--- config.mk ---
export PLATFORM = sky130hd
export DESIGN_NAME = pc_fetch_unit
export DESIGN_NICKNAME = d
export VERILOG_FILES = /design/src/rtl/pc_fetch_unit.sv
export SDC_FILE = /design/constraint.sdc
export NUM_CORES = 1
export LEC_CHECK = 0
export BUFFER_PORTS_ARGS = -buffer_cell sky130_fd_sc_hd__buf_2
export CAP_MARGIN = 10
export CORE_ASPECT_RATIO = 0.5
export CORE_MARGIN = 5
export CORE_UTILIZATION = 33
export CTS_CLUSTER_DIAMETER = 120
export DETAILED_ROUTE_END_ITERATION = 10
export GPL_TIMING_DRIVEN = 0
export PLACE_DENSITY = 0.56
export SYNTH_ARGS = -nofsm -noshare
export SYNTH_HDL_FRONTEND = slang
export SYNTH_SLANG_ARGS = --single-unit
export TNS_END_PERCENT = 10
--- constraint.sdc ---
create_clock -name clk -period 6.64 [get_ports clk]
set_input_delay 0.332 -clock clk [delete_from_list [all_inputs] [get_ports clk]]
set_output_delay 0.332 -clock clk [all_outputs]
set_load 0.1 [all_outputs]
--- src/rtl/pc_fetch_unit.sv ---
`default_nettype none
// ============================================================================
// Module   : pc_fetch_unit
// Purpose  : Instruction fetch stage with a 2-entry decoupling buffer and
//            single-cycle flush on redirect.
// Revision : 1.0 - initial release
// ============================================================================
module pc_fetch_unit #(
  parameter logic [31:0] RESET_PC = 32'h0000_0000,
  parameter int unsigned DEPTH    = 2
) (
  input  logic        clk,
  input  logic        reset,
  input  logic        pc_src,
  input  logic [31:0] target_address,
  input  logic        stall,
  output logic        imem_req,
  output logic [31:0] imem_addr,
  input  logic        imem_ready,
  input  logic [31:0] imem_rdata,
  output logic        instr_valid,
  output logic [31:0] instr,
  output logic [31:0] instr_pc,
  input  logic        decode_ready
);

  localparam int unsigned        c_cnt_w = $clog2(DEPTH + 1);
  localparam logic [c_cnt_w-1:0] c_full  = c_cnt_w'(DEPTH);
  localparam logic [c_cnt_w-1:0] c_one   = c_cnt_w'(1);

  typedef enum logic [1:0] {
    S_IDLE  = 2'd0,
    S_FETCH = 2'd1,
    S_FULL  = 2'd2,
    S_FLUSH = 2'd3
  } state_t;

  state_t               r_state;
  state_t               w_state_nxt;
  logic [31:0]          r_fetch_pc;
  logic [31:0]          w_fetch_pc_nxt;
  logic [c_cnt_w-1:0]   r_count;
  logic [c_cnt_w-1:0]   w_count_nxt;
  logic                 r_pending;

  // Slot 0 is always the head; slot 1 only holds data when count is 2.
  logic [31:0]          r_pc0;
  logic [31:0]          r_ins0;
  logic [31:0]          r_pc1;
  logic [31:0]          r_ins1;

  logic                 w_req;
  logic                 w_push;
  logic                 w_pop;
  logic                 w_wr_head;

  always_comb begin
    w_req          = 1'b0;
    w_push         = 1'b0;
    w_pop          = 1'b0;
    w_wr_head      = 1'b0;
    w_count_nxt    = r_count;
    w_fetch_pc_nxt = r_fetch_pc;
    w_state_nxt    = r_state;

    // An already-issued request is held through stall until accepted.
    if (r_state == S_FETCH) begin
      w_req = !stall || r_pending;
    end

    if (!pc_src) begin
      w_pop  = (r_count != '0) && decode_ready;
      w_push = w_req && imem_ready && (r_count != c_full);
    end

    w_wr_head = (r_count == '0) || ((r_count == c_one) && w_pop);

    if (pc_src) begin
      w_count_nxt    = '0;
      w_fetch_pc_nxt = target_address;
      w_state_nxt    = S_FLUSH;
    end else begin
      w_count_nxt = r_count + c_cnt_w'(w_push) - c_cnt_w'(w_pop);
      if (w_push) begin
        w_fetch_pc_nxt = r_fetch_pc + 32'd1;
      end
      case (r_state)
        S_IDLE:  w_state_nxt = S_FETCH;
        S_FETCH: if (w_count_nxt == c_full) w_state_nxt = S_FULL;
        S_FULL:  if (w_count_nxt != c_full) w_state_nxt = S_FETCH;
        S_FLUSH: w_state_nxt = S_FETCH;
        default: w_state_nxt = S_IDLE;
      endcase
    end
  end

  always_ff @(posedge clk or posedge reset) begin
    if (reset) begin
      r_state    <= S_IDLE;
      r_fetch_pc <= RESET_PC;
      r_count    <= '0;
      r_pending  <= 1'b0;
    end else begin
      r_state    <= w_state_nxt;
      r_fetch_pc <= w_fetch_pc_nxt;
      r_count    <= w_count_nxt;
      r_pending  <= w_req && !imem_ready && !pc_src;
    end
  end

  // A push lands after the shift so a simultaneous pop+push keeps order.
  always_ff @(posedge clk or posedge reset) begin
    if (reset) begin
      r_pc0  <= '0;
      r_ins0 <= '0;
      r_pc1  <= '0;
      r_ins1 <= '0;
    end else begin
      if (w_pop) begin
        r_pc0  <= r_pc1;
        r_ins0 <= r_ins1;
      end
      if (w_push) begin
        if (w_wr_head) begin
          r_pc0  <= r_fetch_pc;
          r_ins0 <= imem_rdata;
        end else begin
          r_pc1  <= r_fetch_pc;
          r_ins1 <= imem_rdata;
        end
      end
    end
  end

  assign imem_req    = w_req;
  assign imem_addr   = r_fetch_pc;
  assign instr_valid = (r_count != '0);
  assign instr       = r_ins0;
  assign instr_pc    = r_pc0;

endmodule
`default_nettype wire

Word level (Yosys, flattened, before mapping). Cells that the tools add are included.

Flip-flop bits (word level): 165. Bits of input ports: 70. Output and inout bits: 98. Word-level logic and storage cells: 55.

Add/sub/neg operators: 3. Eq/ne operators: 9. Muxes and demuxes: 16. Bitwise logic cells: 1. Reductions and logical operators: 18.

Operators by type and width (count): 2-to-1 mux 32 bit (8); adder 32 x 1 -> 32 bit, second input constant (1); 2-to-1 mux 2 bit (4); equality test 2 bit, second input constant (3); logical AND 1 bit (6); case mux 2 bit (3 select lines) (1); equality test 2 x 1 -> 1 bit, second input constant (2); logical NOT 2 bit (2); != test 2 bit, second input constant (2); AND reduction 2 bit (2); nonzero test 2 bit (2); logical NOT 1 bit (3); 2-to-1 mux 1 bit (3); != test 3 x 2 -> 1 bit, second input constant (1); != test 3 bit, second input constant (1); adder 2 x 1 -> 2 bit (1); logical OR 1 bit (2); OR reduction 2 bit (1); subtractor 2 x 1 -> 2 bit (1); NOT 1 bit (1).

Logic depth before layout (Yosys ltp).
Depth in word-level cells: 12. Depth in mapped cells: 10. Depth with buffers taken out: 10.

Least setup slack after synthesis. OpenSTA, ideal clock, no wires.

Path type: flip-flop to flip-flop. From: register r_count[1]. To: register r_state[1]. Arrival time: 2.515 ns. Data required time: 6.513 ns. Setup slack: 3.998 ns. Cell stages (with the launch flop): 11. Path buffers: 1. Clock period less this slack: 2.642 ns. Cells stage by stage: dfrtp_1 -> or2_2 -> nor3b_2 -> buf_2 -> ha_1 -> inv_1 -> ha_1 -> xor2_1 -> xnor2_1 -> nor3_1 -> or2_2.

RTL lines: start: declaration (RTL line 42) `logic [c_cnt_w-1:0] r_count;`; start signal: assignment (RTL line 106) `r_count <= w_count_nxt;`; nonzero test 2 bit *; net instr_valid (RTL line 21) `output logic instr_valid,`; logical AND 1 bit * (RTL line 72) `w_pop = (r_count != '0) && decode_ready;`; 2-to-1 mux 1 bit * (RTL line 71) `if (!pc_src) begin`; subtractor 2 x 1 -> 2 bit * (RTL line 83) `w_count_nxt = r_count + c_cnt_w'(w_push) - c_cnt_w'(w_pop);`; != test 2 bit or equality test 2 bit (tied branches) (RTL line 90, 89); != test 3 bit (no line) or != test 3 x 2 -> 1 bit (tied branches); AND reduction 2 bit (no line) *; end signal: assignment (RTL line 104) `r_state <= w_state_nxt;`; end: declaration (RTL line 38) `state_t r_state;`.

Mark *: on every way through the listed nets, which the timed path passes. The rest lies on a longest branch. A chain may end at the register's enable or synchronous reset.

Worst setup path in the final report.
From: register r_count[1]. To: register r_state[1].

Longest elaborated chain between the ends: 8.

Ends and longest elaborated chain: != test 2 bit (RTL line 73) `w_push = w_req && imem_ready && (r_count != c_full);`; logical AND 1 bit (RTL line 73); 2-to-1 mux 1 bit (RTL line 71); adder 2 x 1 -> 2 bit (RTL line 83); subtractor 2 x 1 -> 2 bit * (RTL line 83); != test 2 bit or equality test 2 bit (tied branches) (RTL line 90, 89); != test 3 bit (no line) or != test 3 x 2 -> 1 bit (tied branches); AND reduction 2 bit (no line) *.

Mark *: on every way between the ends. The rest lies on a longest branch, timed or not.

==> impl_metrics.tcl <==
set metrics [dict create \
    status "finished, final reports clean" \
    grt_pass1_wl_mm 32.8 \
    first_iter_violations 440 \
    synthFlopType "dfrtp_1" \
    rr_worst_depth 10 \
    ys_seq_elements 165 \
    yosys-top-cells-count "dfrtp_1 (165), nor2_1 (73), a21oi_1 (65), mux2i_1 (65), mux2_2 (35)" \
    critPathKind "flip-flop to flip-flop" \
    yosys.area.top_type "dfrtp_1" \
    async_flop_share_pct 100 \
    io_pins 168 \
    syn-cell-area_mm2 0.00757 \
    start_util_pct 33.4 \
    cts_buffers 17 \
    globalRouteOverflowTotal 0 \
    clock_skew_ns 0.00771 \
    clk_pin_slew_worst_paths_ns 0.07 \
    cpMaxStageDelayCell "dfrtp_1" \
    period_share_pct 37.0 \
    worstPathMaxFanout 10 \
    critPathLaunchType "flip-flop" \
    hold_class "input port to flip-flop" \
    synth_edf_count 0 \
    cp_top_family "simple AND/OR/NAND/NOR gates" \
    final.setup.tns_ns 0 \
    place_ws_ns 4.17 \
    path_depth 10 \
    arrival_ns 2.77 \
    via_per_inst 4.89 \
    worst_slew_pin_slew_ns 0.620 \
    p_total_mw 4.10 \
    slew_headroom_pct 58.6 \
    syn_nets 732 \
    portBuffers 167 \
    wl_per_cell_um 17.6 \
    worstPathRequired_ns 6.95 \
    path_cells "or2_2, nor3b_2, buf_2, ha_1, inv_1, ha_1, xor2_1, xnor2_1, nor3_1, or2_2" \
    dr.pass1.iters 5 \
    crit_start "r_count[1]" \
    max_stage_delay_ns 0.43 \
    fp.dieH_um 117 \
    instances_no_fill 1169 \
    cap_violations 0 \
    critPathCaptureType "flip-flop" \
    layout_min_cycle_time_ns 2.45 \
    ys_types 43 \
    coreArea_mm2 0.0227 \
    htreeDepth 4 \
    clk_path_buf_depth 2 \
    ant_nets 0 \
    finalWeightedCongestion 0.767 \
    regToRegSetupSlack_ns 4.19 \
    max-vdd-ir-drop_mv 0.258 \
    synth.yosys.seq_area_share_pct 54.5 \
    r2r-end "r_state[1]" \
    power_density_mw_per_mm2 436 \
    cts-root-buf "clkbuf_16" \
    synth_top_area_share_pct 54.5 \
    cts_sinks 165 \
    placed_cells 1134 \
    hpwl_mm 14.7 \
    ys_warn_count 0 \
    cts_resized 0 \
    rows 39 \
    num_vias 5715 \
    drc 0 \
    synthCells 659 \
    grtUsageTotal_pct 16.0 \
    area_growth_pct 24.0 \
    grt_pass1_vias 5736 \
    finalCoreUtilization_pct 41.4 \
    antenna_found_initial 3 \
    rsz0062_at_grt "false" \
    layout_setup_ws_ns 4.19 \
    clock.fmax_mhz 407 \
    die_area_mm2 0.0263 \
    synth.most_common_cell "dfrtp_1" \
    setup_viol 0 \
    die_w_um 224 \
    synth_area_leaders "dfrtp_1 (55%), mux2i_1 (8.6%), mux2_2 (5.2%)" \
    drt_wl_total_mm 20.6 \
    hold_viol 0 \
    critPathBufInv 2 \
    cts_tree "built" \
    insertion_delay_ns 0.43 \
    finalNetCount 920 \
    grt_max_degree 120 \
    crit_end "r_state[1]" \
    syn_area_per_cell_um2 11.5 \
    p_leak_nw 4.36 \
    worstReg2RegStart "r_count[1]" \
    drive_gt1_share_pct 31.5 \
    report.final.slew_viol_count 0 \
]
worst min-delay path by stage:
stage	cells past startpoint	endpoint	from	slack (ns)
global placement	1	r_ins1[5]	r_ins1[5]	0.47
global route	3	imem_addr[13]	target_address[13]	0.12
detailed placement	2	instr_pc[1]	reset	0.35
CTS	3	imem_addr[15]	target_address[15]	0.09
floorplan	1	r_pending	imem_ready	0.40
finish	3	imem_addr[20]	target_address[20]	0.11
cells by family after synthesis:
group / Yosys count / share of synthesized area, %
buf+inv: 49 / 3.55
simple gates: 181 / 12.4
flops: 165 / 54.5
fa+ha+maj: 3 / 0.496
xor+xnor: 33 / 3.82
compound gates: 95 / 6.56
mux: 133 / 18.7
state kept, by name, indices dropped and copies added, names as in the netlist:
name,flops
instr_pc,32
r_ins1,32
r_count,2
r_state,2
r_pending,1
instr,32
r_pc1,32
imem_addr,32
layout by cell type, fill, tap and decap left out, drive strengths merged:
master / n
ha: 3
diode: 2
nor3: 6
o221ai: 2
a22o: 1
a211o: 1
and4: 1
a21oi: 65
buf: 191
and4b: 1
dfrtp: 165
nor2b: 3
o2111a: 1
nand3: 12
clkinvlp: 4
clkbuf: 39
xnor2: 14
o21ai: 25
nor2: 73
xor2: 19
nand2: 34
mux2i: 65
and2b: 1
clkinv: 6
dlygate4sd3: 1
nand4: 26
and3: 4
nand4b: 1
and2: 3
or2: 3
nor3b: 1
mux2: 68
inv: 9
nor4: 9
nand2b: 3
worst reg2reg max path, cell delays in order (launching register included):
cell and delay (ns):
dfrtp_1 0.43, or2_2 0.31, nor3b_2 0.16, buf_2 0.23, ha_1 0.32, inv_1 0.04
ha_1 0.17, xor2_1 0.15, xnor2_1 0.18, nor3_1 0.09, or2_2 0.27
repair_timing:
action,in CTS,in global routing
buffers inserted,0,0
hold endpoints to repair,46,0
hold buffers,1,0
setup endpoints to repair,0,0
area by class of cell:
class	instances	area, um^2
clock inverter	13	101
clock buffer	19	443
buffer	43	246
tap	307	384
sequential	165	4130
inverter	6	30.0
multi-input combinational	445	3180
timing repair buffer	169	873
antenna	2	5.00
fill	2261	13300
report_power, final:
group | internal, mW | leakage (nW) | switching (mW) | total (mW)
Clock | 0.492 | 0.256 | 0.427 | 0.919
Combinational | 0.296 | 2.03 | 1.53 | 1.82
Sequential | 1.21 | 2.07 | 0.141 | 1.35
Total | 2.00 | 4.36 | 2.10 | 4.10
routing by layer:
layer  global-route usage (%)  share of wire [%]  vias up
met5                        0               0.19        -
met4                     4.46                1.4        4
met3                     4.44                4.6       25
met2                     26.5                 49      119
met1                     21.0                 45     2866
li1                         -                  -     2701
stage by stage:
stage | cell area (um^2) | hold WS [ns]
4_1_cts | 9380 | 0.0921
2_1_floorplan | 7570 | 0.405
3_3_place_gp | 8790 | 0.466
5_1_grt | 9390 | 0.116
6_report | 9390 | 0.112
3_5_place_dp | 8830 | 0.355
Power figures use the tool's default switching activity.
